## config.mk

```make
export PLATFORM = sky130hd
export DESIGN_NAME = priority_interrupt_controller_flat
export DESIGN_NICKNAME = d
export VERILOG_FILES = /design/src/rtl/priority_interrupt_controller_pkg.sv /design/src/rtl/priority_interrupt_controller_if.sv /design/src/rtl/intc_find_first.sv /design/src/rtl/priority_interrupt_controller.sv /design/src/flat_wrapper.sv
export SDC_FILE = /design/constraint.sdc
export NUM_CORES = 1
export LEC_CHECK = 0
export ABC_AREA = 1
export BUFFER_PORTS_ARGS = -buffer_cell sky130_fd_sc_hd__buf_2
export CORE_ASPECT_RATIO = 0.75
export CORE_MARGIN = 3
export CORE_UTILIZATION = 60
export CTS_CLUSTER_SIZE = 16
export DETAILED_ROUTE_END_ITERATION = 12
export GPL_TIMING_DRIVEN = 0
export PLACE_DENSITY = 0.81
export SYNTH_ARGS = -nofsm -noshare
export SYNTH_HDL_FRONTEND = slang
export SYNTH_SLANG_ARGS = --single-unit
export TNS_END_PERCENT = 5
```

## constraint.sdc

```tcl
create_clock -name clk_i -period 3.9 [get_ports clk_i]
set_input_delay 0.78 -clock clk_i [delete_from_list [all_inputs] [get_ports clk_i]]
set_output_delay 0.78 -clock clk_i [all_outputs]
set_load 0.02 [all_outputs]
```

## src/rtl/priority_interrupt_controller_pkg.sv

```systemverilog
// priority_interrupt_controller_pkg: register map and shared sizes for the interrupt controller
package priority_interrupt_controller_pkg;
  localparam int INTC_MAX_SOURCES = 32;
  typedef enum logic [3:0] {
    PENDING = 4'h0,
    ENABLED = 4'h1,
    ACTIVE  = 4'h2,
    MODE    = 4'h3,
    CLAIM   = 4'h4,
    RAW     = 4'h5
  } intc_port_t;
endpackage

```

## src/rtl/priority_interrupt_controller_if.sv

```systemverilog
// priority_interrupt_controller_if: peripheral bus port of the interrupt controller
interface priority_interrupt_controller_if;
  logic        chip_select_i;
  logic [3:0]  addr_i;
  logic        read_enable_i;
  logic [31:0] read_data_o;
  logic [31:0] write_data_i;
  logic [3:0]  write_mask_i;
  modport master (output chip_select_i, addr_i, read_enable_i, write_data_i, write_mask_i, input read_data_o);
  modport slave (input chip_select_i, addr_i, read_enable_i, write_data_i, write_mask_i, output read_data_o);
endinterface

```

## src/rtl/intc_find_first.sv

```systemverilog
// intc_find_first: lowest-set-bit encoder returning {valid, index}
module intc_find_first
  import priority_interrupt_controller_pkg::*;
(
  input  logic [INTC_MAX_SOURCES-1:0] vec_i,
  output logic                        valid_o,
  output logic [4:0]                  idx_o
);
  assign valid_o = |vec_i;
  always_comb begin
    idx_o = '0;
    for (int i = INTC_MAX_SOURCES - 1; i >= 0; i--) if (vec_i[i]) idx_o = 5'(i);
  end
endmodule

```

## src/rtl/priority_interrupt_controller.sv

```systemverilog
// priority_interrupt_controller: level/edge interrupt sources with W1C pending and claim/complete.
// Defining INTC_SYNC_EN inserts a two-flop synchroniser ahead of the sampling flop.
module priority_interrupt_controller
  import priority_interrupt_controller_pkg::*;
#(
  parameter int NUM_SOURCES = 32
) (
  input  logic        clk_i,
  input  logic        reset_ni,
  input  logic [31:0] interrupt_i,
  output logic        interrupt_o,
  priority_interrupt_controller_if.slave bus
);
  localparam logic [31:0] SRC_MASK = 32'((64'd1 << NUM_SOURCES) - 64'd1);
  localparam logic [7:0]  NUM_ID   = 8'(NUM_SOURCES);
  logic [31:0] sampled_q, prev_q, pend_q, pend_d, en_q, en_d, mode_q, mode_d, insvc_q, insvc_d;
  logic [31:0] rdata_q, rdv, byte_m, pending, active, edge_set, claim_clr, cmp_clr, w1c, sync_in;
  logic        rd, wr, ff_valid, claim;
  logic [4:0]  ff_idx;
  logic [7:0]  cmp_id;
`ifdef INTC_SYNC_EN
  logic [31:0] sync1_q, sync2_q;
  always_ff @(posedge clk_i or negedge reset_ni)
    if (!reset_ni) begin
      sync1_q <= '0;
      sync2_q <= '0;
    end else begin
      sync1_q <= interrupt_i & SRC_MASK;
      sync2_q <= sync1_q;
    end
  assign sync_in = sync2_q;
`else
  assign sync_in = interrupt_i & SRC_MASK;
`endif
  assign byte_m = {{8{bus.write_mask_i[3]}}, {8{bus.write_mask_i[2]}},
                   {8{bus.write_mask_i[1]}}, {8{bus.write_mask_i[0]}}};
  assign rd = bus.chip_select_i & bus.read_enable_i;
  assign wr = bus.chip_select_i & (|bus.write_mask_i);
  assign pending = (mode_q & pend_q) | (~mode_q & sampled_q);
  assign active = pending & en_q & ~insvc_q;
  assign interrupt_o = |active;
  intc_find_first u_find_first (.vec_i(active), .valid_o(ff_valid), .idx_o(ff_idx));
  assign claim = rd && bus.addr_i == CLAIM && ff_valid;
  assign cmp_id = bus.write_data_i[7:0];
  always_comb begin
    w1c = (wr && bus.addr_i == PENDING) ? bus.write_data_i & byte_m & mode_q : '0;
    en_d = (wr && bus.addr_i == ENABLED) ? ((en_q & ~byte_m) | (bus.write_data_i & byte_m)) & SRC_MASK : en_q;
    mode_d = (wr && bus.addr_i == MODE) ? ((mode_q & ~byte_m) | (bus.write_data_i & byte_m)) & SRC_MASK : mode_q;
    edge_set = sampled_q & ~prev_q & mode_q;
    claim_clr = claim ? 32'd1 << ff_idx : '0;
    cmp_clr = (wr && bus.addr_i == CLAIM && bus.write_mask_i[0] && cmp_id != 8'd0 && cmp_id <= NUM_ID)
              ? 32'd1 << (cmp_id - 8'd1) : '0;
    // a new edge beats any clear, but switching a bit's mode drops its latched state
    pend_d = ((pend_q & ~w1c & ~claim_clr) | edge_set) & ~(mode_q ^ mode_d);
    insvc_d = (insvc_q & ~cmp_clr) | claim_clr;
  end
  always_comb begin
    rdv = '0;
    case (intc_port_t'(bus.addr_i))
      PENDING: rdv = pending;
      ENABLED: rdv = en_q;
      ACTIVE:  rdv = active;
      MODE:    rdv = mode_q;
      CLAIM:   rdv = ff_valid ? 32'(ff_idx) + 32'd1 : '0;
      RAW:     rdv = sampled_q;
      default: rdv = '0;
    endcase
  end
  always_ff @(posedge clk_i or negedge reset_ni)
    if (!reset_ni) begin
      sampled_q <= '0;
      prev_q    <= '0;
      pend_q    <= '0;
      en_q      <= '0;
      mode_q    <= '0;
      insvc_q   <= '0;
      rdata_q   <= '0;
    end else begin
      sampled_q <= sync_in;
      prev_q    <= sampled_q;
      pend_q    <= pend_d;
      en_q      <= en_d;
      mode_q    <= mode_d;
      insvc_q   <= insvc_d;
      rdata_q   <= rd ? rdv : rdata_q;
    end
  assign bus.read_data_o = rdata_q;
endmodule

```

## src/flat_wrapper.sv

```systemverilog
// flat-port wrapper written by rule: the top's interface ports become plain ports
module priority_interrupt_controller_flat import priority_interrupt_controller_pkg::*;
#(
  parameter int NUM_SOURCES = 32
)
  (clk_i, reset_ni, interrupt_i, interrupt_o, bus_chip_select_i, bus_addr_i, bus_read_enable_i, bus_write_data_i, bus_write_mask_i, bus_read_data_o);
  priority_interrupt_controller_if bus_i ();
  input  logic clk_i;
  input  logic reset_ni;
  input  logic [31:0] interrupt_i;
  output logic interrupt_o;
  input wire logic [$bits(bus_i.chip_select_i)-1:0] bus_chip_select_i;
  input wire logic [$bits(bus_i.addr_i)-1:0] bus_addr_i;
  input wire logic [$bits(bus_i.read_enable_i)-1:0] bus_read_enable_i;
  input wire logic [$bits(bus_i.write_data_i)-1:0] bus_write_data_i;
  input wire logic [$bits(bus_i.write_mask_i)-1:0] bus_write_mask_i;
  output wire logic [$bits(bus_i.read_data_o)-1:0] bus_read_data_o;
  assign bus_i.chip_select_i = bus_chip_select_i;
  assign bus_i.addr_i = bus_addr_i;
  assign bus_i.read_enable_i = bus_read_enable_i;
  assign bus_i.write_data_i = bus_write_data_i;
  assign bus_i.write_mask_i = bus_write_mask_i;
  assign bus_read_data_o = bus_i.read_data_o;
  priority_interrupt_controller #(.NUM_SOURCES(NUM_SOURCES)) u_core (.clk_i(clk_i), .reset_ni(reset_ni), .interrupt_i(interrupt_i), .interrupt_o(interrupt_o), .bus(bus_i));
endmodule
```

# [Word-level counts from Yosys, hierarchy flattened]
# Index checks and enable logic that the tools add are counted.
[word_totals] word_cells=98 register_bits=224 output_inout_bits=33
[classes] n_mux=38 shift=2 bitwise_logic=30 magnitude_cmp=1 n_reduce_logical=13 n_eq_ne=5 n_addsub=2
[op_table] operator="$and 32x32->32" count=14
[op_table] operator="$not 32->32" count=8
[op_table] operator="$pmux 32 s6" count=1
[op_table] operator="$mux 32" count=5
[op_table] operator="$mux 5" count=32
[op_table] operator="$or 32x32->32" count=5
[op_table] operator="$reduce_or 32->1" count=1
[op_table] operator="$shl 1x5->32 const A" count=1
[op_table] operator="$shl 1x8->32 const A" count=1
[op_table] operator="$xor 32x32->32" count=1
[op_table] operator="$logic_and 1x1->1" count=9
[op_table] operator="$eq 4x2->1 const B" count=2
[op_table] operator="$eq 4x3->1 const B" count=2
[op_table] operator="$le 8x6->1 const B" count=1
[op_table] operator="$reduce_bool 8->1" count=1
[op_table] operator="$sub 8x1->8 const B" count=1
[op_table] operator="$add 5x1->6 const B" count=1
[op_table] operator="$eq 4x1->1 const B" count=1
[op_table] operator="$logic_not 4->1" count=1
[op_table] operator="$reduce_or 4->1" count=1
[op_table] operator="$and 1x1->1" count=2

# [Logic depth before layout (Yosys ltp)]
# Gate-level depths: netlist of run 1.
[depth] depth_word=43 depth_mapped=43

# [By module]
# A second synthesis of run 1 with hierarchy kept.
[hier_totals] hier_cells=1539 hier_area_um2=11686.2
[by_module_without_submodules] module="priority_interrupt_controller" n_inst=1 cells_each=1432 area_per_inst_um2=11215.8 seq_area_each_um2=5605.4
[by_module_without_submodules] module="intc_find_first" n_inst=1 cells_each=107 area_per_inst_um2=470.5 seq_area_each_um2=0.0

# [Least setup slack after synthesis of run 1]
# OpenSTA, ideal clock, no wires.
[synth_timing] path_kind="register -> register" startpoint="register u_core.mode_q[24]" endpoint="register u_core.rdata_q[2] (netlist: u_core.bus.read_data_o[2])" setup_time_ns=0.118 arrival_time_ns=3.106 path_stages_with_launch=34 period_less_slack_ns=3.224 path_slack_ns=0.676 cell_sequence="dfrtp_1 -> mux2i_1 -> or3b_4 -> nand2_1 -> nand2_1 -> nand2_1 -> nand2_1 -> nand2_1 -> nand2_1 -> nand2_1 -> nand2_1 -> nand2_1 -> nand2_1 -> nand2_1 -> nand2_1 -> nand2_1 -> nand2_1 -> nand2_1 -> nand2_1 -> nand2_1 -> nand2_1 -> nand2_1 -> nand2_1 -> nand2_1 -> nand2_1 -> nand2_1 -> nand2_2 -> nand2_2 -> inv_1 -> ha_1 -> ha_1 -> a221oi_1 -> a21oi_1 -> a21o_1"
[synth_via] elab_chain_len=33
[synth_lines] item="start: declaration" line_no="priority_interrupt_controller.sv:16" text="logic [31:0] sampled_q, prev_q, pend_q, pend_d, en_q, en_d, mode_q, mode_d, insvc_q, insvc_d;"
[synth_lines] item="start signal: assignment" line_no="priority_interrupt_controller.sv:83" text="mode_q <= mode_d;"
[synth_lines] item="$not 32->32" line_no="priority_interrupt_controller.sv:39" text="assign pending = (mode_q & pend_q) | (~mode_q & sampled_q);"
[synth_lines] item="$and 32x32->32" line_no="priority_interrupt_controller.sv:39"
[synth_lines] item="$or 32x32->32 *" line_no="priority_interrupt_controller.sv:39"
[synth_lines] item="$and 32x32->32 * (2 in a row)" line_no="priority_interrupt_controller.sv:40" text="assign active = pending & en_q & ~insvc_q;"
[synth_lines] item="$mux 5 (25 in a row)" line_no="intc_find_first.sv:12" text="for (int i = INTC_MAX_SOURCES - 1; i >= 0; i--) if (vec_i[i]) idx_o = 5'(i);"
[synth_lines] item="$add 5x1->6" line_no="priority_interrupt_controller.sv:64" text="CLAIM: rdv = ff_valid ? 32'(ff_idx) + 32'd1 : '0;"
[synth_lines] item="$mux 32 *" line_no="priority_interrupt_controller.sv:64"
[synth_lines] item="$pmux 32 s6 *" line_no="priority_interrupt_controller.sv:59" text="case (intc_port_t'(bus.addr_i))"
[synth_lines] item="end signal: assignment" line_no="priority_interrupt_controller.sv:85" text="rdata_q <= rd ? rdv : rdata_q;"
[synth_lines] item="end: declaration" line_no="priority_interrupt_controller.sv:17" text="logic [31:0] rdata_q, rdv, byte_m, pending, active, edge_set, claim_clr, cmp_clr, w1c, sync_in;"
# Every way passes the cells marked *; elsewhere a longest branch is shown, timed or not.
# A chain may end at the register's enable or synchronous reset.

# [Worst setup path in the final report of run 1]
[layout_timing] startpoint="input port bus_addr_i[2]" endpoint="register u_core.pend_q[20]"
[layout_rtl] item="start: declaration" line_no="flat_wrapper.sv:13" text="input wire logic [$bits(bus_i.addr_i)-1:0] bus_addr_i;"
[layout_rtl] item="$eq 4x2->1" line_no="priority_interrupt_controller.sv:48" text="mode_d = (wr && bus.addr_i == MODE) ? ((mode_q & ~byte_m) | (bus.write_data_i & byte_m)) & SRC_MASK : mode_q;"
[layout_rtl] item="$logic_and 1x1->1" line_no="priority_interrupt_controller.sv:48"
[layout_rtl] item="$mux 32" line_no="priority_interrupt_controller.sv:48"
[layout_rtl] item="via u_core.mode_d[20]" line_no="priority_interrupt_controller.sv:16"
[layout_rtl] item="$xor 32x32->32" line_no="priority_interrupt_controller.sv:54" text="pend_d = ((pend_q & ~w1c & ~claim_clr) | edge_set) & ~(mode_q ^ mode_d);"
[layout_rtl] item="$not 32->32" line_no="priority_interrupt_controller.sv:54"
[layout_rtl] item="$and 32x32->32" line_no="priority_interrupt_controller.sv:54"
[layout_rtl] item="via u_core.pend_d[20]" line_no="priority_interrupt_controller.sv:16"
[layout_rtl] item="end signal: assignment" line_no="priority_interrupt_controller.sv:81" text="pend_q <= pend_d;"
[layout_rtl] item="end: declaration" line_no="priority_interrupt_controller.sv:16"
# The timed path passes the listed nets, and every way through them passes these cells.

==> results.txt, run 1 <==
- The flow ran to the end, and the final reports show no timing, DRC or antenna violations.
* Antenna violation net count after detailed routing: 0
* Placement row count: 42
- For this design the top-level I/O count stands at 109.
- The pre-antenna-repair detailed-routing pass consisted of 5 iterations.
- Mapped Cells: 1,307
* Antenna diode instance count: 0
- The share of total power dissipated in combinational logic is about 28%.
* Number of buffers and inverters on the critical path: 6
- Yosys warning total: 0
* Fill count: approximately 1,400
- STA puts the critical path data arrival time at about 4.1 ns.
- Total vias in the final route: 10,321
- Fraction of layout instances using a drive strength above 1: 18.0%
* Layout overhead on the synthesized area: 16.6%
* Crit path setup slack, layout: 0.181 ns
- Between clock sinks in the finished design, the worst skew comes to 0.0241 ns.
- Of the synthesized area, sequential elements account for 50.8%.
- Commonest cells post-synth: nand2_1, dfrtp_1, inv_1
- Overall die width: 163 um
- After detailed placement, the total cell area comes to 0.0119 mm^2.
- Proportion of register bits with asynchronous set or reset after synthesis: 100%
- Number of buffers inserted for hold repair after clock tree synthesis: 0
* Number of nets at the end of the flow: 1,532
- Maximum capacitance violations: 0
- Relative max-transition margin: 37.1%
* Via density: between 6 and 7
* Initial drt markers: around 1,400
- Final-report setup violation count: 0
* CP max-delay cell: nor2_1
- Pint: 4.52 mW
- Worst Setup Slack post-DPL: -0.433 ns
- After detailed routing, the number of remaining DRC violations is 0.
- Slowest stage delay, CP: 0.66 ns
- Via count of the first global-routing pass: 9,619
* Type of the tightest min-delay check: in -> async
* Number of antenna violations at the first check in global routing: 0
- Endpoint type of the worst setup path: register
- Cts bufs inserted: 22
- CTS tree: yes
- Post-synth top flop: dfrtp_1
- The design draws 6.99 mW.
* Maximum vdd ir drop: around 0.44 mV
* List of cells traversed by the critical path: buf_2 -> nor2_1 -> inv_2 -> nor3_2 -> inv_2 -> nor2_1 -> inv_2 -> buf_2 -> nor2_2 -> buf_2 -> nand2_1 -> o21ai_1 -> nand2_1 -> a21oi_1
- In this run the power density over the cells is 543 mW/mm^2.
- Clk pin slew, worst setup/hold paths: 0.06 ns
- The routed design could run at a clock period as short as 3.72 ns.
* Post-synthesis cell type count: 48
* Final routed wire length divided by cell count: between 20 and 25 um
* Switching share of power: 35.3%
- After legalization and detailed placement, the total HPWL measured 25.1 mm.
* Most frequently used cell type in the post-synthesis netlist: nand2_1
* Detailed-route wire length: 34.9 mm
- The number of nets in the synthesized netlist is 1,391.
* Critical path class: in -> reg
* Leakage: 6.68 nW
* Net Sw Power: 2.47 mW
- The finished cells cover 0.0129 mm^2.
* Post-synthesis sequential element count: roughly 220
- The floorplan step set the die height to 123 um.
- First-pass GRT wire length: 53.3 mm
- By area the synthesized netlist is led by dfrtp_1, nand2_1, o21ai_0.
- On the critical path the largest part of the delay comes from simple AND/OR/NAND/NOR gates.
* Die Footprint: approximately 0.020 mm^2
- Global routing used a little over a third of the available tracks across all layers.
- The worst setup path is launched from an input pin.
- Data on the critical path is required at its endpoint by 4.32 ns.
- Clock group share of total power: 29.8%
- No sink is reached through more buffers than the 3 on the longest clock path.
- Once the floorplan was initialized, standard cells occupied 61.8% of the core.
- Along the worst path, the maximum fanout reaches 10.
- Largest net degree at the start of global routing: 123
* # H-tree levels: 1
- The number of pins exceeding their max-slew limit in the final report came to 0.
* Share of total power in sequential cells: a little over two fifths
* Core Footprint: 0.0179 mm^2
- Setup slack on the worst flop-to-flop path: 0.23 ns
- At the pin with the least slew margin, the transition time is just over 0.9 ns.
* Mean post-synth cell area: around 8.4 um^2
- Count of final hold-check violations: 0
* Syn Std Cell Area: 0.0110 mm^2
- The total overflow left after global routing is 0.
- The synthesized design spends more area on one cell type than any other, namely dfrtp_1.
- Summed over its instances, the top area cell type makes up approximately 50% of the synthesized netlist area.
* RSZ-0062 raised after global routing: yes
* Final period utilization: 95.4%
* CTS Root Buffer Type: clkbuf_16
* Number of clock sinks: ~220
- Clk_lat worst skew: 0.53 ns
* Setup TNS: 0 ns
* EDFF count, synth: 0
* Register cell area after layout: 0.00561 mm^2
* Max Clock Freq: 269 MHz
* Quantity of I/O buffers inserted on ports: 108
- Summing all multi-input logic gate instances after layout gives 0.00494 mm^2.
- Routability-driven placement finished with a final weighted congestion of between 0.9 and 1.
worst reg2reg max path: cells and delay by family, from the launching register on:
kind / cells / cell delay, ns
fa+ha+maj: 1 / 0.19
compound gates: 2 / 0.24
mux: 1 / 0.18
simple gates: 29 / 2.51
flops: 1 / 0.44
metrics by stage:
step | hold slack (ns) | cells | utilization (%)
after floorplan | 0.354 | 1307 | -
after global placement | 0.376 | 1657 | 66.5
after detailed placement | 0.391 | 1658 | 66.7
after CTS | 0.329 | 1697 | 70.6
after global routing | 0.350 | 1705 | 72.0
final | 0.286 | 1705 | 72.0
cells in the final DEF (no fill, tap or decap), drive strengths merged:
| cell type | count |
|---|---|
| nand3 | 41 |
| nand2 | 380 |
| o211ai | 4 |
| a2111o | 1 |
| a21oi | 57 |
| o22ai | 13 |
| o221ai | 14 |
| clkinv | 11 |
| xor2 | 9 |
| o21bai | 1 |
| clkbuf | 56 |
| clkinvlp | 2 |
| ha | 8 |
| mux2 | 2 |
| a221oi | 15 |
| dlygate4sd1 | 1 |
| nor2 | 104 |
| o21ai | 113 |
| or3 | 1 |
| o311ai | 20 |
| a22oi | 31 |
| nand4 | 3 |
| a211oi | 2 |
| buf | 121 |
| dfrtp | 224 |
| a21o | 2 |
| mux2i | 10 |
| inv | 143 |
| o41ai | 1 |
| a31oi | 11 |
| o2111ai | 2 |
| nand3b | 32 |
| nor4 | 1 |
| or3b | 9 |
| nor3 | 18 |
repair_timing:
| item | in CTS | in global routing |
|---|---|---|
| pin swaps | 0 | 10 |
| setup endpoints to repair | 1 | 48 |
| buffers inserted | 0 | 8 |
| gates resized for setup | 1 | 50 |
logic make-up (layout without fill, tap and decap cells):
| kind of cell | Yosys count | count (layout) | share of synthesized area [%] |
|---|---|---|---|
| AO/OA/AOI/OAI | 287 | 287 | 16.0 |
| XOR/XNOR | 9 | 9 | 0.714 |
| adder cells (fa/ha/maj) | 8 | 8 | 0.907 |
| buffers and inverters | 178 | 334 | 6.27 |
| flip-flops | 224 | 224 | 50.8 |
| multiplexers | 12 | 12 | 1.11 |
| AND/OR/NAND/NOR | 589 | 589 | 24.2 |
final cells by class:
cell class	count	area share, %
Sequential cell	224	43.6
Multi-Input combinational cell	905	38.3
Clock buffer	30	4.99
Timing Repair Buffer	117	4.96
Inverter	147	4.35
Tap cell	242	2.35
Buffer	31	1.05
Clock inverter	9	0.389
metal layers:
layer / global-route usage, % / vias up / part of all wire (%)
li1: - / 4686 / -
met1: 49.6 / 4934 / 41
met2: 53.6 / 613 / 44
met3: 7.03 / 88 / 11
met4: 11.4 / 0 / 3.6
met5: 0 / - / 0
final timing paths:
check | cells after the start | startpoint | end
setup reg to reg | 33 | u_core.mode_q[24] | u_core.pend_q[8]
min in group clk_i | 1 | interrupt_i[7] | u_core.sampled_q[7]
hold / removal | 1 | reset_ni | u_core.prev_q[3]
hold reg to reg | 0 | u_core.sampled_q[3] | u_core.prev_q[3]
max in group asynchronous | 2 | reset_ni | u_core.mode_q[24]
setup / recovery | 14 | bus_addr_i[2] | u_core.pend_q[20]
power groups by stage:
| stage | registers (mW) | clock network, mW | logic (mW) |
|---|---|---|---|
| 2_1_floorplan | 2.94 | 0 | 1.22 |
| 3_3_place_gp | 2.94 | 0 | 1.68 |
| 3_5_place_dp | 2.95 | 0 | 1.74 |
| 4_1_cts | 2.92 | 2.08 | 1.76 |
| 5_1_grt | 2.97 | 2.18 | 2.18 |
| 6_report | 2.93 | 2.08 | 1.98 |
No activity file was read; power rests on OpenSTA's default activity.
==> run 2: changes to the inputs <==
- ABC_AREA: 1 -> default
- CORE_ASPECT_RATIO: 0.75 -> 0.8
==> run 2 against run 1 <==
  * Synthesized area increased by 5.5%
  * Non-clock buffer count is 13 higher
  * Register-to-register slack worse by 0.23 ns
  * Synthesized cell count down 3.7%
  * Combinational power decreased by 9.6%
  * Clock power up 2%
==> results.txt, run 2 <==
- Post-synthesis sequential element count: roughly 220
* Minimum clock period after layout: 3.90 ns
- After routing, the total negative slack on setup checks comes to 0 ns.
- Fraction of synthesized cell area in xor and xnor cells: less than 1%
- The worst-case IR drop observed on VDD is 0.317 mV.
- After synthesis, the largest family of logic cells by area is compound AO/OA/AOI/OAI gates.
- By count the netlist is led by nand2_1, dfrtp_1, o21ai_0.
- The worst setup path is launched from a register.
- The HPWL after detailed placement is between 20 and 30 mm.
* Post-Syn Nets: 1,343
- Dividing the detail-routed via count by the number of cells gives between 6 and 7.
- Mapped Cells: 1,259
* Overall die width: 162 um
- After global routing the overflow that remains totals 0.
* Worst Setup Slack post-DPL: -0.445 ns
- For this run, the post-layout net count is approximately 1,500.
* Placement row count: 44
- # H-tree levels: 1
- TritonCTS built the clock tree.
- Post-synth top flop: dfrtp_1
* Fraction of synthesized cell area taken by the top area cell type: 48.1%
- Drt first pass iters: 9
- The worst setup path is captured at a register.
* Yosys warning total: 0
* Total vias in the final route: 10,882
* Total Routing Usage GR: 35.2%
* Mean post-synth cell area: 9.25 um^2
- Share of cell area taken by muxes after synthesis: 6.02%
* Post-synthesis cell type count: 86
- Overall power consumption after layout is estimated at 6.75 mW.
- Max Clock Skew: 0.00865 ns
* Number of antenna violations at the first check in global routing: 2
- Leading post-synthesis cells by cell area: dfrtp_1, nand2_1, o21ai_0
- Largest buffer count on any clock path: 3
* Clk_lat worst skew: 0.52 ns
- First-pass GRT wire length: roughly 57 mm
- The worst path meets setup with 0.000337 ns of slack.
- Weighted congestion reported at the end of routability-driven placement: 1.03
- Hold WS: 0.0842 ns
* CTS Root Buffer Type: clkbuf_16
- The clock drives 224 sinks.
- Fraction of the mapped netlist area in simple logic gates: 20.0%
- Largest net degree at the start of global routing: 123
* Power per cell area: 509 mW/mm^2
* Path depth of the worst reg2reg path: 11
* Post-Synth Adder-Cell Area: 0.860%
- Setup violations remaining at the end of the flow were counted as 0.
- The cell area that synthesis handed to floorplanning was 0.0116 mm^2.
* RSZ-0062 raised after global routing: no
- Counting flops with a built-in enable in the synthesized netlist gives 0.
- The repair_antennas step left the layout with diodes totalling 0.
- Arrival time of the worst setup path: about 4.3 ns
* Core Footprint: 0.0186 mm^2
- Initial drt markers: 1,621
- Layout Utilization: 71.3%
- Cts bufs inserted: 23
- Synthesized-area fraction occupied by ao, oa, aoi and oai cells: 20.9%
- Max Clock Freq: about 260 MHz
* Max-slew violations: 0
- Final period utilization: between 90% and 100%
- Fraction of layout instances using a drive strength above 1: 16.9%
- Req. time, crit path: 4.30 ns
- Clk pin slew, worst setup/hold paths: 0.06 ns
- Layout overhead on the synthesized area: 14.0%
* Critical path class: reg -> reg
- The detail route stage leaves a number of antenna-violating nets equal to 0.
- During placement, the flow inserted port buffers numbering 101.
- Number of ports placed on the die boundary: approximately 110
- Proportion of register bits with asynchronous set or reset after synthesis: 100%
* Via count of the first global-routing pass: 10,408
- Final routed wire length divided by cell count: 22.7 um
- Headroom to the max-slew limit came out at 24.2%.
* Count of unresolved DRC violations after routing: 0
- Once the floorplan was initialized, standard cells occupied 62.6% of the core.
- In the post-synthesis netlist, the cell with the most instances is nand2_1.
* Count of final hold-check violations: 0
- Leaving out fill and tap cells, the most frequent cell in the layout is nand2_1.
* Commonest cells after routing, fill and taps aside: nand2_1, dfrtp_1, o21ai_0, buf_2, a21oi_1
- Fill count: 1,458
- Cell taking the most area after synthesis: dfrtp_1
* Status: finished clean
* Detailed-route wire length: 37.5 mm
- Die extent in y: 131 um
- Leakage: 6.18 nW
- Sequential element share of the synthesized area: 48.1%
* Type of the tightest min-delay check: in -> async
- Maximum fanout along the worst path: 10
- The floorplan step defined a die boundary enclosing 0.0211 mm^2.
- Across the run, the number of max-cap violations was 0.
* Slew of the pin with the lowest slew margin: around 1.1 ns
run 2: worst paths after layout:
| path | from | endpoint | slack [ns] |
|---|---|---|---|
| setup / recovery | u_core.mode_q[5] | u_core.pend_q[20] | 0.0003 |
| hold reg to reg | u_core.sampled_q[27] | u_core.prev_q[27] | 0.42 |
| hold / removal | reset_ni | u_core.sampled_q[30] | 0.08 |
| max in group asynchronous | reset_ni | u_core.mode_q[5] | 2.66 |
| min in group clk_i | interrupt_i[7] | u_core.sampled_q[7] | 0.37 |
| setup reg to reg | u_core.mode_q[5] | u_core.pend_q[20] | 0.0003 |
run 2: kinds of logic after synthesis:
kind of cell,count (synthesis)
buf+inv,110
flops,224
simple gates,489
fa+ha+maj,8
compound gates,362
mux,61
xor+xnor,5
run 2: report_power, final:
group          switching, mW  internal, mW
combinational           1.16         0.630
sequential             0.249          2.58
clock                  0.908          1.22
total                   2.32          4.43
run 2: worst max-delay path: stages (launching register included):
cell and delay (ns):
dfrtp_1 0.45, mux2_2 0.40, and2_1 0.25, a211oi_2 0.33, o21ai_0 0.22, a311oi_2 0.43, or3_1 0.26, ha_1 0.49
clkbuf_2 0.48, a31oi_1 0.19, a21oi_1 0.22, nor3_1 0.07
run 2: layout make-up:
type                            count  area, um^2  area share (%)
Buffer                             58         245            1.85
Clock buffer                       39         706            5.32
Clock inverter                      1        5.00          0.0377
Inverter                           50         188            1.41
Multi-Input combinational cell    925        5640            42.5
Sequential cell                   224        5610            42.2
Tap cell                          253         317            2.39
Timing Repair Buffer              103         571            4.30
run 2: timing repair:
action,4_1_cts,5_1_grt
resized for setup,4,7
pin swaps,0,0
hold buffers,0,0
setup buffers,0,0
endpoints found under the hold margin,0,0
setup endpoints to repair,28,24
run 2: through the flow:
step           instances  area, um^2
2_1_floorplan       1259       11600
3_3_place_gp        1613       12500
3_5_place_dp        1615       12500
4_1_cts             1654       13300
5_1_grt             1653       13300
6_report            1653       13300
run 2: per-layer routing:
layer  GRT usage, %  vias to the layer above  routed length, um  part of all wire, %
met2           52.1                      740              15900                   42
met5           1.82                        -                 96                 0.26
met4           15.3                        6               1750                  4.7
li1               -                     4767                  -                    -
met3           10.1                      150               4900                   13
met1           49.0                     5219              14900                   40
